File: src/rtl/wb_master_ctrl_pkg.sv
// -----------------------------------------------------------------------------
// wb_master_pkg
// Shared definitions for the Wishbone master controller:
//   - default ADDR_W / DATA_W / TIMEOUT_CYC values
//   - FSM state encodings (legacy localparams) and the matching state enum
//   - response record (read data + error flag)
//   - helper that folds the TIMEOUT_CYC parameter into the 8-bit counter limit
// -----------------------------------------------------------------------------
package wb_master_pkg;

  localparam int DEF_ADDR_W      = 17;
  localparam int DEF_DATA_W      = 32;
  localparam int DEF_TIMEOUT_CYC = 255;

  // Legacy-compatible state encodings; the enum below reuses them.
  localparam logic [1:0] STATE_IDLE = 2'd0;
  localparam logic [1:0] STATE_BUS  = 2'd1;
  localparam logic [1:0] STATE_RESP = 2'd2;

  typedef enum logic [1:0] {
    ST_IDLE = STATE_IDLE,
    ST_BUS  = STATE_BUS,
    ST_RESP = STATE_RESP
  } wb_state_e;

  // Response record returned to the command side.
  typedef struct packed {
    logic [DEF_DATA_W-1:0] rd_dat;
    logic                  err;
  } wb_rsp_t;

  // Clamp the timeout parameter into the 8-bit counter range; 0 disables.
  function automatic logic [7:0] tmo_limit(input int cyc);
    logic [7:0] lim;
    if (cyc <= 0) begin
      lim = 8'd0;
    end else if (cyc >= 255) begin
      lim = 8'd255;
    end else begin
      lim = cyc[7:0];
    end
    return lim;
  endfunction

endpackage

File: src/rtl/wb_master_ctrl_if.sv
// -----------------------------------------------------------------------------
// wb_master_ctrl_if
// Bundles the command, response and Wishbone bus signals of wb_master_ctrl.
//   master modport : view of the controller (drives cmd_ready, rsp_*, WBs_*)
//   slave  modport : view of the environment (drives cmd_*, rsp_ready,
//                    WBs_RD_DAT, WBs_ACK)
// -----------------------------------------------------------------------------
interface wb_master_ctrl_if
  import wb_master_pkg::*;
#(
  parameter int ADDR_W = DEF_ADDR_W,
  parameter int DATA_W = DEF_DATA_W
) ();

  // Command channel
  logic              cmd_valid;
  logic              cmd_ready;
  logic              cmd_we;
  logic [ADDR_W-1:0] cmd_adr;
  logic [3:0]        cmd_byte_stb;
  logic [DATA_W-1:0] cmd_wr_dat;

  // Response channel
  logic              rsp_valid;
  logic              rsp_ready;
  logic [DATA_W-1:0] rsp_rd_dat;
  logic              rsp_err;

  // Wishbone bus
  logic [ADDR_W-1:0] WBs_ADR;
  logic              WBs_CYC;
  logic              WBs_STB;
  logic              WBs_WE;
  logic              WBs_RD;
  logic [3:0]        WBs_BYTE_STB;
  logic [DATA_W-1:0] WBs_WR_DAT;
  logic [DATA_W-1:0] WBs_RD_DAT;
  logic              WBs_ACK;

  modport master (
    input  cmd_valid, cmd_we, cmd_adr, cmd_byte_stb, cmd_wr_dat,
    output cmd_ready,
    output rsp_valid, rsp_rd_dat, rsp_err,
    input  rsp_ready,
    output WBs_ADR, WBs_CYC, WBs_STB, WBs_WE, WBs_RD, WBs_BYTE_STB, WBs_WR_DAT,
    input  WBs_RD_DAT, WBs_ACK
  );

  modport slave (
    output cmd_valid, cmd_we, cmd_adr, cmd_byte_stb, cmd_wr_dat,
    input  cmd_ready,
    input  rsp_valid, rsp_rd_dat, rsp_err,
    output rsp_ready,
    input  WBs_ADR, WBs_CYC, WBs_STB, WBs_WE, WBs_RD, WBs_BYTE_STB, WBs_WR_DAT,
    output WBs_RD_DAT, WBs_ACK
  );

endinterface

File: src/rtl/wb_timeout_counter.sv
// -----------------------------------------------------------------------------
// wb_timeout_counter
// 8-bit bus-cycle counter. Counts enabled cycles since the last clear and flags
// the cycle in which the count equals limit-1, so an abort taken on that cycle
// ends the bus cycle after exactly 'limit' clocks. limit = 0 never expires.
// Ports:
//   clk, rst   : clock, async active-high reset
//   i_clear    : synchronous clear (takes priority over enable)
//   i_enable   : count this cycle
//   i_limit    : number of cycles allowed
//   o_expired  : this enabled cycle is the last one allowed
// -----------------------------------------------------------------------------
module wb_timeout_counter
  import wb_master_pkg::*;
(
  input  logic       clk,
  input  logic       rst,
  input  logic       i_clear,
  input  logic       i_enable,
  input  logic [7:0] i_limit,
  output logic       o_expired
);

  logic [7:0] r_count;

  // Cycle counter: cleared outside the bus phase, advances while enabled.
  always_ff @(posedge clk or posedge rst) begin
    if (rst) begin
      r_count <= 8'd0;
    end else if (i_clear) begin
      r_count <= 8'd0;
    end else if (i_enable) begin
      r_count <= r_count + 8'd1;
    end else begin
      r_count <= r_count;
    end
  end

  assign o_expired = i_enable && (i_limit != 8'd0) && (r_count == (i_limit - 8'd1));

endmodule

File: src/rtl/wb_master_ctrl.sv
// -----------------------------------------------------------------------------
// wb_master_ctrl
// Single-outstanding Wishbone master. A command accepted in IDLE is registered
// and driven on the bus from the next cycle; the transaction ends on ACK or on
// timeout, and the response is held in RESP until the consumer takes it.
// Ports:
//   WB_CLK : system clock
//   WB_RST : async active-high reset
//   bus    : wb_master_ctrl_if.master (cmd_*, rsp_*, WBs_* signals)
// Parameters: ADDR_W, DATA_W, TIMEOUT_CYC (1..255 cycles, 0 = no timeout)
// -----------------------------------------------------------------------------
module wb_master_ctrl
  import wb_master_pkg::*;
#(
  parameter int ADDR_W      = DEF_ADDR_W,
  parameter int DATA_W      = DEF_DATA_W,
  parameter int TIMEOUT_CYC = DEF_TIMEOUT_CYC
) (
  input  logic             WB_CLK,
  input  logic             WB_RST,
  wb_master_ctrl_if.master bus
);

  localparam logic [7:0] TMO_LIMIT = tmo_limit(TIMEOUT_CYC);

  wb_state_e         r_state;
  logic              r_cmd_ready;
  logic              r_cyc;
  logic              r_stb;
  logic              r_we;
  logic              r_rd;
  logic [ADDR_W-1:0] r_adr;
  logic [3:0]        r_byte_stb;
  logic [DATA_W-1:0] r_wr_dat;
  logic              r_rsp_valid;
  logic              r_rsp_err;
  logic [DATA_W-1:0] r_rsp_rd_dat;

  logic w_accept;
  logic w_ack;
  logic w_expired;
  logic w_tmo_clear;
  logic w_tmo_enable;

  // r_cmd_ready is low for the first clock after reset, so nothing is taken
  // before the first rising edge following reset release.
  assign w_accept     = (r_state == ST_IDLE) && r_cmd_ready && bus.cmd_valid;
  // ACK only has meaning inside the bus phase; elsewhere it is ignored.
  assign w_ack        = (r_state == ST_BUS) && bus.WBs_ACK;
  assign w_tmo_enable = (r_state == ST_BUS);
  // Holding the counter clear outside BUS guarantees count 0 on BUS entry.
  assign w_tmo_clear  = (r_state != ST_BUS);

  wb_timeout_counter u_tmo (
    .clk       (WB_CLK),
    .rst       (WB_RST),
    .i_clear   (w_tmo_clear),
    .i_enable  (w_tmo_enable),
    .i_limit   (TMO_LIMIT),
    .o_expired (w_expired)
  );

  // Transaction FSM with all outputs registered.
  always_ff @(posedge WB_CLK or posedge WB_RST) begin
    if (WB_RST) begin
      r_state      <= ST_IDLE;
      r_cmd_ready  <= 1'b0;
      r_cyc        <= 1'b0;
      r_stb        <= 1'b0;
      r_we         <= 1'b0;
      r_rd         <= 1'b0;
      r_adr        <= {ADDR_W{1'b0}};
      r_byte_stb   <= 4'h0;
      r_wr_dat     <= {DATA_W{1'b0}};
      r_rsp_valid  <= 1'b0;
      r_rsp_err    <= 1'b0;
      r_rsp_rd_dat <= {DATA_W{1'b0}};
    end else begin
      case (r_state)
        ST_IDLE: begin
          if (w_accept) begin
            r_state     <= ST_BUS;
            r_cmd_ready <= 1'b0;
            r_cyc       <= 1'b1;
            r_stb       <= 1'b1;
            r_we        <= bus.cmd_we;
            r_rd        <= ~bus.cmd_we;
            r_adr       <= bus.cmd_adr;
            r_byte_stb  <= bus.cmd_byte_stb;
            r_wr_dat    <= bus.cmd_wr_dat;
          end else begin
            r_cmd_ready <= 1'b1;
          end
        end
        ST_BUS: begin
          // ACK takes priority over a coincident timeout.
          if (w_ack) begin
            r_state      <= ST_RESP;
            r_cyc        <= 1'b0;
            r_stb        <= 1'b0;
            r_we         <= 1'b0;
            r_rd         <= 1'b0;
            r_rsp_valid  <= 1'b1;
            r_rsp_err    <= 1'b0;
            r_rsp_rd_dat <= r_we ? {DATA_W{1'b0}} : bus.WBs_RD_DAT;
          end else if (w_expired) begin
            r_state      <= ST_RESP;
            r_cyc        <= 1'b0;
            r_stb        <= 1'b0;
            r_we         <= 1'b0;
            r_rd         <= 1'b0;
            r_rsp_valid  <= 1'b1;
            r_rsp_err    <= 1'b1;
            r_rsp_rd_dat <= {DATA_W{1'b0}};
          end else begin
            r_state <= ST_BUS;
          end
        end
        ST_RESP: begin
          if (r_rsp_valid && bus.rsp_ready) begin
            r_state     <= ST_IDLE;
            r_rsp_valid <= 1'b0;
            r_cmd_ready <= 1'b1;
          end else begin
            r_state <= ST_RESP;
          end
        end
        default: begin
          // Unreachable encoding: fall back to a quiet IDLE.
          r_state     <= ST_IDLE;
          r_cmd_ready <= 1'b0;
          r_cyc       <= 1'b0;
          r_stb       <= 1'b0;
          r_we        <= 1'b0;
          r_rd        <= 1'b0;
          r_rsp_valid <= 1'b0;
        end
      endcase
    end
  end

  assign bus.cmd_ready    = r_cmd_ready;
  assign bus.rsp_valid    = r_rsp_valid;
  assign bus.rsp_err      = r_rsp_err;
  assign bus.rsp_rd_dat   = r_rsp_rd_dat;
  assign bus.WBs_CYC      = r_cyc;
  assign bus.WBs_STB      = r_stb;
  assign bus.WBs_WE       = r_we;
  assign bus.WBs_RD       = r_rd;
  assign bus.WBs_ADR      = r_adr;
  assign bus.WBs_BYTE_STB = r_byte_stb;
  assign bus.WBs_WR_DAT   = r_wr_dat;

endmodule

File: src/flat_wrapper.sv
// flat-port wrapper written by rule: the top's interface ports become plain ports
module wb_master_ctrl_flat import wb_master_pkg::*;
#(
  parameter int ADDR_W      = DEF_ADDR_W,
  parameter int DATA_W      = DEF_DATA_W,
  parameter int TIMEOUT_CYC = DEF_TIMEOUT_CYC
)
  (WB_CLK, WB_RST, bus_cmd_valid, bus_cmd_we, bus_cmd_adr, bus_cmd_byte_stb, bus_cmd_wr_dat, bus_cmd_ready, bus_rsp_valid, bus_rsp_rd_dat, bus_rsp_err, bus_rsp_ready, bus_WBs_ADR, bus_WBs_CYC, bus_WBs_STB, bus_WBs_WE, bus_WBs_RD, bus_WBs_BYTE_STB, bus_WBs_WR_DAT, bus_WBs_RD_DAT, bus_WBs_ACK);
  wb_master_ctrl_if #(.ADDR_W(ADDR_W), .DATA_W(DATA_W)) bus_i ();
  input  logic WB_CLK;
  input  logic WB_RST;
  input wire logic [$bits(bus_i.cmd_valid)-1:0] bus_cmd_valid;
  input wire logic [$bits(bus_i.cmd_we)-1:0] bus_cmd_we;
  input wire logic [$bits(bus_i.cmd_adr)-1:0] bus_cmd_adr;
  input wire logic [$bits(bus_i.cmd_byte_stb)-1:0] bus_cmd_byte_stb;
  input wire logic [$bits(bus_i.cmd_wr_dat)-1:0] bus_cmd_wr_dat;
  output wire logic [$bits(bus_i.cmd_ready)-1:0] bus_cmd_ready;
  output wire logic [$bits(bus_i.rsp_valid)-1:0] bus_rsp_valid;
  output wire logic [$bits(bus_i.rsp_rd_dat)-1:0] bus_rsp_rd_dat;
  output wire logic [$bits(bus_i.rsp_err)-1:0] bus_rsp_err;
  input wire logic [$bits(bus_i.rsp_ready)-1:0] bus_rsp_ready;
  output wire logic [$bits(bus_i.WBs_ADR)-1:0] bus_WBs_ADR;
  output wire logic [$bits(bus_i.WBs_CYC)-1:0] bus_WBs_CYC;
  output wire logic [$bits(bus_i.WBs_STB)-1:0] bus_WBs_STB;
  output wire logic [$bits(bus_i.WBs_WE)-1:0] bus_WBs_WE;
  output wire logic [$bits(bus_i.WBs_RD)-1:0] bus_WBs_RD;
  output wire logic [$bits(bus_i.WBs_BYTE_STB)-1:0] bus_WBs_BYTE_STB;
  output wire logic [$bits(bus_i.WBs_WR_DAT)-1:0] bus_WBs_WR_DAT;
  input wire logic [$bits(bus_i.WBs_RD_DAT)-1:0] bus_WBs_RD_DAT;
  input wire logic [$bits(bus_i.WBs_ACK)-1:0] bus_WBs_ACK;
  assign bus_i.cmd_valid = bus_cmd_valid;
  assign bus_i.cmd_we = bus_cmd_we;
  assign bus_i.cmd_adr = bus_cmd_adr;
  assign bus_i.cmd_byte_stb = bus_cmd_byte_stb;
  assign bus_i.cmd_wr_dat = bus_cmd_wr_dat;
  assign bus_cmd_ready = bus_i.cmd_ready;
  assign bus_rsp_valid = bus_i.rsp_valid;
  assign bus_rsp_rd_dat = bus_i.rsp_rd_dat;
  assign bus_rsp_err = bus_i.rsp_err;
  assign bus_i.rsp_ready = bus_rsp_ready;
  assign bus_WBs_ADR = bus_i.WBs_ADR;
  assign bus_WBs_CYC = bus_i.WBs_CYC;
  assign bus_WBs_STB = bus_i.WBs_STB;
  assign bus_WBs_WE = bus_i.WBs_WE;
  assign bus_WBs_RD = bus_i.WBs_RD;
  assign bus_WBs_BYTE_STB = bus_i.WBs_BYTE_STB;
  assign bus_WBs_WR_DAT = bus_i.WBs_WR_DAT;
  assign bus_i.WBs_RD_DAT = bus_WBs_RD_DAT;
  assign bus_i.WBs_ACK = bus_WBs_ACK;
  wb_master_ctrl #(.ADDR_W(ADDR_W), .DATA_W(DATA_W), .TIMEOUT_CYC(TIMEOUT_CYC)) u_core (.WB_CLK(WB_CLK), .WB_RST(WB_RST), .bus(bus_i));
endmodule
File: config.mk
export PLATFORM = sky130hd
export DESIGN_NAME = wb_master_ctrl_flat
export DESIGN_NICKNAME = d
export VERILOG_FILES = /design/src/rtl/wb_master_ctrl_pkg.sv /design/src/rtl/wb_master_ctrl_if.sv /design/src/rtl/wb_timeout_counter.sv /design/src/rtl/wb_master_ctrl.sv /design/src/flat_wrapper.sv
export SDC_FILE = /design/constraint.sdc
export NUM_CORES = 1
export LEC_CHECK = 0
export ABC_AREA = 1
export ABC_CLOCK_PERIOD_IN_PS = 3100
export CAP_MARGIN = 0
export CORE_ASPECT_RATIO = 1.2
export CORE_MARGIN = 2
export CORE_UTILIZATION = 40
export CTS_BUF_LIST = sky130_fd_sc_hd__clkbuf_8
export CTS_CLUSTER_SIZE = 16
export DETAILED_ROUTE_END_ITERATION = 10
export PLACE_DENSITY = 0.78
export SYNTH_ARGS = -nofsm -noshare
export SYNTH_HDL_FRONTEND = slang
export SYNTH_HIERARCHICAL = 1
export SYNTH_SLANG_ARGS = --single-unit
export TNS_END_PERCENT = 5
File: constraint.sdc
create_clock -name WB_CLK -period 3.1 [get_ports WB_CLK]
set_clock_uncertainty 0.15 [all_clocks]
set_input_delay 0.62 -clock WB_CLK [delete_from_list [all_inputs] [get_ports WB_CLK]]
set_output_delay 0.62 -clock WB_CLK [all_outputs]
set_load 0.05 [all_outputs]
==> impl_metrics.py <==
metrics = {
    "status": {
        "status": "complete, no violations",
    },
    "synthesis": {
        "synth_xor_area_share_pct": 1.16,
        "synth_top_area_cell": "dfrtp_1",
        "netlist.area_leader.share_pct": 55.8,
        "synth_common_cells": "176 x nand2_1, 101 x dfrtp_1, 79 x inv_1",
        "ys_types": 31,
        "synth.area.top_cells": "dfrtp_1 56%, nand2_1 15%, inv_1 6.5%",
        "muxShareOfSynthArea_pct": 0,
        "synth_area_mm2": 0.00453,
        "synthFlopType": "dfrtp_1",
        "syn_area_per_cell_um2": 8.47,
        "yosysSeqAreaShare_pct": 55.8,
        "ys_seq_elements": 101,
        "synth_compound_area_share_pct": 8.11,
        "synthesis.instances": 535,
        "synth_edf_count": 0,
        "async_flop_share_pct": 100,
        "synth_most_common_cell": "nand2_1",
        "synth-adder-area-share_pct": 0.828,
        "synthSimpleGateAreaFrac_pct": 24.0,
        "synth_warnings": 6,
        "synth_top_family_by_area": "simple AND/OR/NAND/NOR gates",
    },
    "floorplan": {
        "rows": 42,
        "start_util_pct": 41.1,
        "fp.dieH_um": 121,
        "die_x_um": 101,
        "die_area_mm2": 0.0122,
        "ios": 183,
        "core_mm2": 0.0110,
    },
    "power_and_ir_drop": {
        "ir_drop_v": 0.000616,
        "pwr_density_cell_mw_per_mm2": 1120,
        "leakagePower_nw": 3.37,
        "power_mw": 7.49,
    },
    "clocking": {
        "htree_levels": 3,
        "cts_root_buf": "clkbuf_8",
        "ctsResizeCount": 0,
        "cts_buffers": 9,
        "cts_setup_buffers": 0,
        "clk_pin_slew_worst_paths_ns": 0.10,
        "tritoncts": "done",
        "clock_path_buffers": 2,
        "tritoncts_num_sinks": 101,
        "hold_buffers": 0,
        "clk-insertion-delay-late_ns": 0.36,
    },
    "global_route": {
        "antenna_found_initial": 0,
        "first_global_vias": 4014,
        "grt_pass1_wl_mm": 18.9,
        "gr-usage-met1_pct": 23.6,
        "top_usage_layer": "met2",
        "grt_overflow": 0,
        "grt_start_max_net_pins": 109,
        "grt_util_all_layers_pct": 19.4,
        "globalRouteMet2Util_pct": 33.1,
        "met3_usage_pct": 4.80,
    },
    "detailed_routing": {
        "vias": 3992,
        "dr.pass1.iters": 4,
        "drt_wl_total_mm": 11.6,
        "drtAntennaViolNets": 0,
        "drt-wirelength-per-cell_um": 13.3,
        "viasPerCell": 4.59,
        "first_iter_violations": 259,
        "drc_errors": 0,
    },
    "placed_design": {
        "dp_hpwl_mm": 8.56,
        "portBuffers": 182,
        "place_area_mm2": 0.00653,
        "gp_congestion": 0.810,
        "post-place-ws_ns": 0.980,
    },
    "timing": {
        "slew-limit-headroom_pct": 34.2,
        "fin_crit_ns": 2.46,
        "tns_ns": 0,
        "final.period_utilization_pct": 79.5,
        "final.setup.worst_slack_ns": 0.635,
        "hold_violations": 0,
        "worst_slew_pin_slew_ns": 0.987,
        "setup_viol": 0,
        "fmax_ghz": 0.406,
        "grt_setup_unrepaired": "false",
        "maxSlewViolCount": 0,
    },
    "hold_path": {
        "min_from": "u_core/bus.WBs_WR_DAT[26]",
        "whs_endpoint": "u_core/bus.WBs_WR_DAT[26]",
        "hold_path_depth": 2,
        "hp-class": "reg2reg",
    },
    "critical_path": {
        "required_ns": 2.33,
        "reg2reg_slack_ns": 0.98,
        "cp-end-kind": "output port",
        "cp.arrival_ns": 1.69,
        "r2r_start": "u_core/r_state[1]",
        "crit_slowest_cell": "clkdlybuf4s50_1",
        "setup.worst_path.class": "reg2out",
        "crit_path_max_fanout": 4,
        "crit_path_max_incr_delay_ns": 0.87,
        "r2r_end": "u_core/bus.WBs_RD",
        "reg2regPathDepth": 11,
        "path_cells": "clkdlybuf4s50_1",
        "critical-path-top-delay-family": "buffers and inverters",
        "crit_buf_inv": 1,
        "critPathLaunchType": "register",
    },
    "flow_run": {
        "cap_violations": 0,
    },
    "finish": {
        "drive_gt1_share_pct": 6.11,
        "fin_area_mm2": 0.00671,
        "layout.nets": 826,
        "n_fill_cell": 967,
        "fin_util_pct": 60.8,
        "area_growth_pct": 48.0,
        "antennaDiodeCount": 0,
    },
}
==> where the power goes <==
part	switching (mW)	total (mW)	internal, mW	leakage [nW]
logic	3.03	4.45	1.41	2.00
clock network	0.453	0.764	0.311	0.0857
registers	0.369	2.27	1.91	1.28
total	3.86	7.49	3.63	3.37
==> layer usage <==
| layer | wire length (µm) | up-vias |
|---|---|---|
| li1 | - | 2012 |
| met1 | 4710 | 1849 |
| met2 | 5930 | 111 |
| met3 | 697 | 20 |
| met4 | 235 | 0 |
| met5 | 0 | - |
==> worst max-delay path by stage <==
stage | start | slack [ns] | end | depth (start not counted)
finish | u_core/bus.cmd_ready | 0.64 | bus_cmd_ready | 1
CTS | u_core/bus.cmd_ready | 0.60 | bus_cmd_ready | 1
global route | u_core/bus.cmd_ready | 0.57 | bus_cmd_ready | 1
detailed placement | u_core/r_state[1] | 0.98 | u_core/bus.WBs_STB | 11
global placement | u_core/bus.cmd_ready | 1.02 | bus_cmd_ready | 1
floorplan | WB_RST | 1.24 | u_core/bus.WBs_ADR[0] | 1
==> cells by family after synthesis <==
group                      Yosys count
and+or+nand+nor                    252
buffers and inverters              105
DFF                                101
AOI/OAI and AO/OA                   67
xor gates and xnor gates             6
adders and majority gates            3
other                                1
==> flip-flops by register name, indices dropped and copies added (netlist names) <==
register,flops
u_core/bus.WBs_BYTE_STB,4
u_core/bus.WBs_WR_DAT,32
u_core/bus.cmd_ready,1
u_core/bus.rsp_rd_dat,32
u_core/bus.WBs_ADR,17
u_core/bus.WBs_RD,1
u_core/u_tmo/r_count,8
u_core/bus.rsp_err,1
u_core/bus.rsp_valid,1
u_core/bus.WBs_STB,1
u_core/r_state,2
u_core/bus.WBs_WE,1
==> area by class of cell <==
| cell class | count | area [µm²] | share of cell area [%] |
|---|---|---|---|
| sequential | 101 | 2530 | 37.7 |
| inverter | 84 | 319 | 4.75 |
| clock inverter | 6 | 40.0 | 0.597 |
| timing repair buffer | 185 | 1880 | 28.0 |
| clock buffer | 10 | 138 | 2.05 |
| multi-input combinational | 351 | 1640 | 24.4 |
| tap | 132 | 165 | 2.46 |
==> cells in the final DEF, fill, tap and decap left out, types with 3 or more instances in the layout <==
master,synthesis,routed
clkbuf_8,0,10
nand4_1,3,3
nand2_2,4,4
ha_1,3,3
o21ai_0,35,35
dfrtp_1,101,101
inv_2,5,5
o21ai_1,17,17
inv_1,79,79
nand3_1,44,44
buf_12,0,3
nor2_1,11,11
nor2_2,5,5
nand2_1,176,176
xor2_1,4,4
o21ai_2,6,6
conb_1,1,23
a21oi_1,5,5
clkinvlp_4,0,4
clkdlybuf4s50_1,0,182
==> stage by stage <==
step,std cells,hold slack (ns)
floorplan,557,0.286
global placement,853,0.311
detailed placement,853,0.317
CTS,869,0.342
global route,869,0.358
finish,869,0.343
Note: power is estimated with default switching activity, not from simulation.
